## src/rtl/mem_arb_pkg.sv

```systemverilog
// Shared types and constants for the unified IF/MEM memory arbiter.
package mem_arb_pkg;

    localparam int CNT_W = 4;

    typedef enum logic {
        IDLE = 1'b0,
        BUSY = 1'b1
    } state_e;

    typedef enum logic {
        GRANT_IF = 1'b0,
        GRANT_DM = 1'b1
    } grant_e;

endpackage

```

## src/rtl/mem_wait_counter.sv

```systemverilog
// Loadable down-counter that times an access through the memory latency.
module mem_wait_counter
    import mem_arb_pkg::*;
(
    input  logic             clock,
    input  logic             reset,
    input  logic             load,
    input  logic [CNT_W-1:0] load_val,
    input  logic             dec,
    output logic             zero
);

    logic [CNT_W-1:0] cnt_q;
    logic [CNT_W-1:0] cnt_d;

    always_comb begin
        cnt_d = cnt_q;
        if (load) begin
            cnt_d = load_val;
        end else if (dec && (cnt_q != '0)) begin
            cnt_d = cnt_q - 1'b1;
        end
    end

    always_ff @(posedge clock or posedge reset) begin
        if (reset) begin
            cnt_q <= '0;
        end else begin
            cnt_q <= cnt_d;
        end
    end

    assign zero = (cnt_q == '0);

endmodule

```

## src/rtl/unified_mem_arbiter.sv

```systemverilog
// Arbitrates one fixed-latency single-port memory between instruction fetch
// and data access, returning results to the winner and stalling the pipeline.
module unified_mem_arbiter
    import mem_arb_pkg::*;
#(
    parameter int ADDR_W      = 32,
    parameter int DATA_W      = 32,
    parameter int MEM_LATENCY = 2
) (
    input  logic              clock,
    input  logic              reset,
    input  logic              if_req,
    input  logic [ADDR_W-1:0] if_addr,
    output logic [DATA_W-1:0] if_rdata,
    output logic              if_ready,
    input  logic              dm_req,
    input  logic              dm_we,
    input  logic [ADDR_W-1:0] dm_addr,
    input  logic [DATA_W-1:0] dm_wdata,
    output logic [DATA_W-1:0] dm_rdata,
    output logic              dm_ready,
    output logic              mem_en,
    output logic              mem_we,
    output logic [ADDR_W-1:0] mem_addr,
    output logic [DATA_W-1:0] mem_wdata,
    input  logic [DATA_W-1:0] mem_rdata,
    output logic              stall_pipe
);

    localparam logic [CNT_W-1:0] LOAD_VAL = CNT_W'(MEM_LATENCY - 1);

    state_e state_q, state_d;
    grant_e last_grant_q, last_grant_d;
    grant_e grant_q, grant_d;
    logic   we_q, we_d;
    grant_e issue_grant;
    logic   cnt_load;
    logic   cnt_dec;
    logic   cnt_zero;

    mem_wait_counter u_wait_counter (
        .clock    (clock),
        .reset    (reset),
        .load     (cnt_load),
        .load_val (LOAD_VAL),
        .dec      (cnt_dec),
        .zero     (cnt_zero)
    );

    always_comb begin
        state_d      = state_q;
        last_grant_d = last_grant_q;
        grant_d      = grant_q;
        we_d         = we_q;
        issue_grant  = GRANT_IF;
        cnt_load     = 1'b0;
        cnt_dec      = 1'b0;
        mem_en       = 1'b0;
        mem_we       = 1'b0;
        mem_addr     = '0;
        mem_wdata    = '0;
        if_ready     = 1'b0;
        if_rdata     = '0;
        dm_ready     = 1'b0;
        dm_rdata     = '0;
        case (state_q)
            IDLE: begin
                if (if_req || dm_req) begin
                    // Data wins a tie unless it also won the previous grant.
                    if (dm_req && (!if_req || (last_grant_q == GRANT_IF))) begin
                        issue_grant = GRANT_DM;
                    end
                    mem_en       = 1'b1;
                    cnt_load     = 1'b1;
                    state_d      = BUSY;
                    last_grant_d = issue_grant;
                    grant_d      = issue_grant;
                    if (issue_grant == GRANT_DM) begin
                        mem_addr  = dm_addr;
                        mem_we    = dm_we;
                        mem_wdata = dm_we ? dm_wdata : '0;
                        we_d      = dm_we;
                    end else begin
                        mem_addr = if_addr;
                        we_d     = 1'b0;
                    end
                end
            end
            BUSY: begin
                cnt_dec = 1'b1;
                if (cnt_zero) begin
                    // A withdrawn requester gets no ready; the result is dropped.
                    state_d = IDLE;
                    if (grant_q == GRANT_DM) begin
                        dm_ready = dm_req;
                        dm_rdata = (dm_req && !we_q) ? mem_rdata : '0;
                    end else begin
                        if_ready = if_req;
                        if_rdata = if_req ? mem_rdata : '0;
                    end
                end
            end
            default: state_d = IDLE;
        endcase
    end

    always_ff @(posedge clock or posedge reset) begin
        if (reset) begin
            state_q      <= IDLE;
            last_grant_q <= GRANT_IF;
            grant_q      <= GRANT_IF;
            we_q         <= 1'b0;
        end else begin
            state_q      <= state_d;
            last_grant_q <= last_grant_d;
            grant_q      <= grant_d;
            we_q         <= we_d;
        end
    end

    assign stall_pipe = (if_req && !if_ready) || (dm_req && !dm_ready);

endmodule

```

## config.mk

```make
export PLATFORM = sky130hd
export DESIGN_NAME = unified_mem_arbiter
export DESIGN_NICKNAME = d
export VERILOG_FILES = /design/src/rtl/mem_arb_pkg.sv /design/src/rtl/mem_wait_counter.sv /design/src/rtl/unified_mem_arbiter.sv
export SDC_FILE = /design/constraint.sdc
export NUM_CORES = 1
export LEC_CHECK = 0
export CORE_AREA = 2 2 104 106
export DETAILED_ROUTE_END_ITERATION = 10
export DIE_AREA = 0 0 106 108
export DONT_BUFFER_PORTS = 1
export PLACE_DENSITY = 0.32
export SYNTH_ARGS = -nofsm -noshare
export SYNTH_HDL_FRONTEND = slang
export SYNTH_HIERARCHICAL = 1
export SYNTH_SLANG_ARGS = --single-unit
```

## constraint.sdc

```tcl
create_clock -name clock -period 2.2 [get_ports clock]
set_input_delay 0.55 -clock clock [delete_from_list [all_inputs] [get_ports clock]]
set_output_delay 0.55 -clock clock [all_outputs]
set_load 0.01 [all_outputs]
```

=== Yosys cells after proc, flatten, opt, wreduce, memory -nomap -nowiden ===
Index checks and enable logic that the tools add are counted.

* Bits in registers: 7
* Bits in latches: 0
* RAM bits: 0
* ROM bits: 0
* Logic and storage cells: 57
* Memories: 0

* Add/sub/neg operators: 1
* $mul: 0
* Div/mod/pow operators: 0
* $lt $le $gt $ge: 0
* Equal/unequal tests: 0
* Shift operators: 0
* Mux-type cells: 34
* Bitwise gates (word level): 2
* Reductions and logical operators: 16

{| class="wikitable"
|+ Operators by type and width
! operator !! number
|-
| $mux 32 || 15
|-
| $mux 1 || 16
|-
| $mux 4 || 2
|-
| $logic_and 1x1->1 || 5
|-
| $logic_not 1->1 || 4
|-
| $logic_not 4->1 || 1
|-
| $reduce_bool 4->1 || 1
|-
| $sub 4x1->4 const B || 1
|-
| $logic_or 1x1->1 || 3
|-
| $not 1->1 || 2
|-
| $pmux 1 s2 || 1
|-
| $reduce_and 2->1 || 1
|-
| $reduce_bool 2->1 || 1
|}

=== Logic depth before layout (Yosys ltp) ===
Gate-level depths: netlist of run 1.

* Depth in word-level cells: 9
* Mapped depth: 8
* Mapped depth without buffers: 7

=== Hierarchy ===
The synthesis of run 1 kept the hierarchy.

{| class="wikitable"
|+ By module, submodules not included
! module !! times used !! cells an instance !! area each (um^2)
|-
| unified_mem_arbiter || 1 || 213 || 1,415.1
|-
| mem_wait_counter || 1 || 28 || 261.5
|}

=== Worst setup path before layout of run 1 ===
OpenSTA, ideal clock, no wires.

* Path type: register -> output
* Start point: reg u_wait_counter.cnt_q[0]
* End point: out if_rdata[22]
* Arrival: 1.795 ns
* Slack: -0.145 ns
* Cell stages (with the launch flop): 9
* Path buffers: 1
* Cell sequence: dfrtp_1 inv_1 ha_1 or3b_4 inv_1 nand2_1 nor3_4 buf_2 and2_1

* Word-level cells in the longest chain between the ends: 3

{| class="wikitable"
|+ RTL lines
! what !! RTL line !! source
|-
| from (decl) || mem_wait_counter.sv:13 || <nowiki>logic [CNT_W-1:0] cnt_q;</nowiki>
|-
| from (signal assigned) || mem_wait_counter.sv:29 || <nowiki>cnt_q <= cnt_d;</nowiki>
|-
| $logic_not 4->1 || mem_wait_counter.sv:33 || <nowiki>assign zero = (cnt_q == '0);</nowiki>
|-
| net cnt_zero || unified_mem_arbiter.sv:39 || <nowiki>logic cnt_zero;</nowiki>
|-
| $mux 32 || unified_mem_arbiter.sv:91 || <nowiki>if (cnt_zero) begin</nowiki>
|-
| $mux 32 || unified_mem_arbiter.sv:66 || <nowiki>case (state_q)</nowiki>
|-
| to (decl) || unified_mem_arbiter.sv:14 || <nowiki>output logic [DATA_W-1:0] if_rdata,</nowiki>
|}

The timed path passes the listed nets, and every way through them passes these cells.

=== Worst setup path after layout of run 1 ===
* Start point: reg u_wait_counter.cnt_q[1]
* End point: out if_rdata[30]

Same word-level chain as after synthesis.

==> results.yml, run 1 <==
outcome:
  status: "complete, but fails checks"
  violations: "negative setup slack"
timing:
  slew_violations: 0
  min_period_over_period_pct: 112
  fmax_ghz: 0.406
  rsz0062_at_grt: "yes"
  fin_tns_setup_ns: -15.76
  skew_ns: 0.00333
  hold_viol: 0
  period_needed_ns: 2.46
  setup_viol: 67
  setup_ws_ns: -0.265
setup_path:
  cp-end-kind: "primary output"
  worstSetupEndpoint: "if_rdata[30]"
  crit_chain: "inv_2 -> ha_4 -> or3b_4 -> inv_4 -> nand2_4 -> nor3_4 -> buf_6 -> clkbuf_16 -> and2_4"
  rrSetupSlack_ns: 0.56
  slowest_stage: "or3b_4"
  crit_arrival_ns: 1.91
  critPathMaxFanout: 8
  cp_data_required_time_ns: 1.65
  r2r-end: "u_wait_counter/cnt_q[0]"
  path_depth: 9
  slowest_delay_ns: 0.39
  worst_path_dominant_cell_family: "simple AND/OR/NAND/NOR gates"
  crit_buf_inv: 4
  rr_startpoint: "u_wait_counter/cnt_q[1]"
  reg2reg_depth: 6
  startpoint: "u_wait_counter/cnt_q[1]"
  path_class: "flip-flop to primary output"
  critPathLaunchType: "flip-flop"
logic_synthesis:
  synthMuxAreaShare_pct: 0
  yosys_register_bits: 7
  synth_area_um2: 1680
  synthAdderAreaFrac_pct: 0.746
  synth.avg_cell_area_um2: 6.96
  syn_inst: 241
  synth-simple-area-share_pct: 53.3
  synth_cell_types: 34
  synth_warnings: 6
  synth-compound-area-share_pct: 22.7
  synth-xor-area-share_pct: 0
  synth_top_family_by_area: "simple AND/OR/NAND/NOR gates"
  ys_seq_area_share_pct: 10.4
cells_and_area:
  final_common_cell: "and2_4"
  layout-drive-gt1-share_pct: 42.4
  num-fill-cells: 1138
  area_growth_pct: 30.4
  final_cell_mix: "and2_4 (63), nor2_1 (35), and2_1 (33)"
  diodes: 0
  layoutNonFillerInstCount: 379
  nNetsFinal: 378
floorplan:
  core_area_um2: 10200
  die_h_um: 108
  initial_utilization_pct: 16.4
  die_w_um: 106
  dieArea_um2: 11400
  std_cell_rows: 37
  io_pins: 266
job:
  max_cap_violations: 0
placement:
  port-buffer-count: 0
  placed_cells: 369
  hpwl_mm: 5.21
  place.gp.congestion: 0.734
clocking:
  clk_latency_ns: 0.23
  cts_buffer_depth: 2
  cts_buffers: 3
  clk_pin_slew_ns: 0.04
  cts_tree: "built"
  htreeDepth: 1
  cts_sinks: 7
  ctsHoldBuffers: 0
  root_buffer: "clkbuf_8"
drt:
  viasPerCell: 4.84
  initialDrtViolationCount: 72
  routedWlPerCell_um: 17.3
  dr.pass1.iters: 4
  drc: 0
  wl_mm: 6.56
  ant_nets: 0
  vias: 1835
power_and_ir_drop:
  leakage_nw: 0.856
  ir_worst_vdd_mv: 0.287
  powerDensity_nw_per_um2: 800
global_routing:
  antenna_found_initial: 0
  track_usage_pct: 9.12
  grt_max_degree: 40
  grt_pass1_wl_mm: 8.20
  grt_overflow: 0
  grt_pass1_vias: 1540
min_path:
  hold_path_class: "input port to asynchronous set/reset pin"
[layout make-up]
cell class	instances	area (um^2)	area share, %
Clock buffer	4	45.0	2.06
Inverter	6	25.0	1.14
Multi-Input combinational cell	203	1490	68.0
Sequential cell	7	175	8.01
Tap cell	136	170	7.78
Timing Repair Buffer	23	284	13.0
[per-layer routing]
| metal | up-vias | track usage, % | wire (um) |
|---|---|---|---|
| met2 | 159 | 18.2 | 3550 |
| met4 | 0 | 2.26 | 49 |
| met5 | - | 0 | 0 |
| met3 | 5 | 1.02 | 524 |
| met1 | 847 | 10.2 | 2440 |
| li1 | 824 | - | - |
[stage by stage]
stage	area (um^2)	setup WS [ns]	utilization, %	hold WS [ns]	power (mW)
2_1_floorplan	1840	-0.0660	-	0.304	1.25
3_3_place_gp	2000	-0.0259	19.5	0.325	1.49
3_5_place_dp	2000	-0.0518	19.5	0.326	1.49
4_1_cts	2130	-0.279	20.8	0.0877	1.73
5_1_grt	2190	-0.345	21.4	0.0872	1.89
6_report	2190	-0.265	21.4	0.0876	1.75
[worst min-delay path by stage]
stage          start  endpoint  slack, ns  cells after the start
2_1_floorplan  reset   grant_q       0.30                      1
3_3_place_gp   reset   grant_q       0.33                      1
3_5_place_dp   reset   grant_q       0.33                      1
4_1_cts        reset   grant_q       0.09                      1
5_1_grt        reset   grant_q       0.09                      1
6_report       reset   grant_q       0.09                      1
[power breakdown]
part | internal [mW] | switching, mW
Clock | 0.125 | 0.0550
Sequential | 0.196 | 0.0919
Combinational | 0.589 | 0.690
[synthesized netlist by cell type]
cell type,count,area [um^2]
and2_1,96,601
nor2_1,36,135
a32oi_1,32,280
buf_2,10,50.1
buf_6,9,101
dfrtp_1,7,175
clkbuf_1,6,22.5
inv_1,5,18.8
nand2_1,5,18.8
a21oi_1,4,20.0
nand2b_1,3,18.8
o21ai_1,3,15.0
conb_1,2,7.51
o21ai_0,2,10.0
o31a_1,2,17.5
a21boi_2,1,11.3
a221o_1,1,10.0
a31o_1,1,8.76
and3_1,1,6.26
and3_4,1,11.3
and4b_1,1,10.0
buf_1,1,3.75
buf_4,1,7.51
ha_1,1,12.5
inv_2,1,3.75
nand3_2,1,10.0
nand4b_1,1,8.76
nor3_1,1,5.00
nor3_4,1,16.3
nor3b_1,1,7.51
nor3b_4,1,18.8
nor4b_2,1,15.0
o31ai_1,1,7.51
or3b_4,1,11.3
[kinds of logic after synthesis]
group | Yosys count
and+or+nand+nor | 151
AOI/OAI and AO/OA | 47
buffers and inverters | 33
DFF | 7
other | 2
adders and majority gates | 1
[registers in the layout, summed over array words and instances (netlist names)]
name and cells:
u_wait_counter/cnt_q 4, grant_q 1, state_q 1, we_q 1
[worst reg2reg max path, stage by stage, from the launching register on]
cell and delay [ns]:
dfrtp_1 0.38, inv_2 0.07, ha_4 0.12, or3b_4 0.39, buf_4 0.16, and3_4 0.17, o31a_1 0.23
[timing repair]
action,CTS,global route
pin swaps,1,1
endpoints found under the setup margin,67,67
resized for setup,16,6
gates cloned,1,1
buffers inserted,3,1
(Power assumes the default switching activity.)
==> inputs of run 2 (changes only) <==
RECOVER_POWER = 50   (was unset)
==> results.yml, run 2 (synthesized netlist as in run 1, its figures left out) <==
setup_path:
  rr_startpoint: "u_wait_counter/cnt_q[1]"
  critPathMaxFanout: 8
  startpoint: "u_wait_counter/cnt_q[1]"
  rrSetupSlack_ns: 0.56
  r2r-end: "u_wait_counter/cnt_q[0]"
  path_depth: 9
  reg2reg_depth: 6
  cp_data_required_time_ns: 1.65
  slowest_delay_ns: 0.39
  cp-end-kind: "primary output"
  crit_buf_inv: 4
  worst_path_dominant_cell_family: "simple AND/OR/NAND/NOR gates"
  crit_arrival_ns: 1.92
  critPathLaunchType: "flip-flop"
  crit_chain: "inv_2 -> ha_4 -> or3b_4 -> inv_4 -> nand2_4 -> nor3_4 -> buf_6 -> clkbuf_16 -> and2_4"
  worstSetupEndpoint: "if_rdata[30]"
  slowest_stage: "or3b_4"
  path_class: "flip-flop to primary output"
power_and_ir_drop:
  p_comb_share_pct: 72.8
  p_int_uw: 890
  leakage_nw: 0.841
  netSwitchingFraction_pct: 48.3
  powerDensity_nw_per_um2: 794
  p_clk_share_pct: 10.5
  power.switching_uw: 832
  p_seq_share_pct: 16.7
  ir_worst_vdd_mv: 0.287
cells_and_area:
  layoutNonFillerInstCount: 379
  layout-drive-gt1-share_pct: 41.6
  nNetsFinal: 378
  diodes: 0
  final_cell_mix: "and2_4 (63), nor2_1 (35), a32oi_1 (32)"
  largest_reg_flops: 4
  regMostFlops: "u_wait_counter/cnt_q"
  final_common_cell: "and2_4"
  area_growth_pct: 29.4
  fin_util_pct: 21.2
  post-route-cell-area_um2: 2170
drt:
  ant_nets: 0
  vias: 1838
  dr.pass1.iters: 4
  viasPerCell: 4.85
  routedWlPerCell_um: 17.3
  drc: 0
  initialDrtViolationCount: 71
  wl_mm: 6.55
timing:
  tightestPinTransition_ns: 0.518
  hold_viol: 0
  slew_violations: 0
  fmax_ghz: 0.406
  min_period_over_period_pct: 112
  max_slew_margin_pct: 65.5
  setup_viol: 67
  setup_ws_ns: -0.265
  skew_ns: 0.00299
  fin_tns_setup_ns: -15.81
  rsz0062_at_grt: "yes"
  period_needed_ns: 2.47
job:
  max_cap_violations: 0
placement:
  place.gp.congestion: 0.734
  hpwl_mm: 5.21
  placed_cells: 369
  port-buffer-count: 0
  post_dp_cell_area_um2: 2000
global_routing:
  grt_pass1_wl_mm: 8.20
  grt_pass1_vias: 1540
  track_usage_pct: 9.12
  grt_overflow: 0
  antenna_found_initial: 0
  grt_max_degree: 40
clocking:
  cts_buffers: 3
  clk_pin_slew_ns: 0.04
  clk_latency_ns: 0.23
  htreeDepth: 1
  cts_tree: "built"
  root_buffer: "clkbuf_8"
  cts_buffer_depth: 2
  cts_sinks: 7
floorplan:
  initial_utilization_pct: 16.4
  die_h_um: 108
  io_pins: 266
  dieArea_um2: 11400
  die_w_um: 106
  std_cell_rows: 37
  core_area_um2: 10200
outcome:
  violations: "negative setup slack"
  status: "complete, but fails checks"
min_path:
  hold_path_class: "input port to asynchronous set/reset pin"
## run 2: layout make-up
cell class	count	area [um^2]
Clock buffer	4	45.0
Fill cell	1141	8060
Inverter	6	25.0
Multi-Input combinational cell	203	1490
Sequential cell	7	175
Tap cell	136	170
Timing Repair Buffer	23	268
## run 2: power groups by stage
stage          Clock [mW]  Sequential, mW  Combinational, mW
2_1_floorplan           0           0.260              0.991
3_3_place_gp            0           0.296               1.19
3_5_place_dp            0           0.293               1.20
4_1_cts             0.186           0.291               1.26
5_1_grt             0.194           0.302               1.38
6_report            0.180           0.288               1.25
## run 2: metal layers
| metal | up-vias | part of all wire, % | track usage (%) |
|---|---|---|---|
| li1 | 823 | - | - |
| met1 | 851 | 37 | 10.2 |
| met2 | 159 | 54 | 18.2 |
| met3 | 5 | 7.9 | 1.02 |
| met4 | 0 | 0.75 | 2.26 |
| met5 | - | 0 | 0 |
## run 2: how the worst min path moves through the flow
stage,slack [ns],startpoint,endpoint,depth (start not counted)
floorplan,0.30,reset,grant_q,1
global placement,0.33,reset,grant_q,1
detailed placement,0.33,reset,grant_q,1
CTS,0.09,reset,grant_q,1
global route,0.09,reset,grant_q,1
finish,0.09,reset,grant_q,1
## run 2: per-stage QoR
stage | worst slack, ns | hold slack [ns] | total power [mW]
6_report | -0.265 | 0.0876 | 1.72
4_1_cts | -0.279 | 0.0877 | 1.73
3_5_place_dp | -0.0518 | 0.326 | 1.49
5_1_grt | -0.345 | 0.0872 | 1.87
2_1_floorplan | -0.0660 | 0.304 | 1.25
3_3_place_gp | -0.0259 | 0.325 | 1.49
## run 2: what timing repair did
action                                  4_1_cts  5_1_grt
endpoints found under the setup margin       67       67
hold buffers                                  0        0
pin swaps                                     1        1
buffers inserted                              3        1
resized for setup                            16        6
cloned                                        1        1
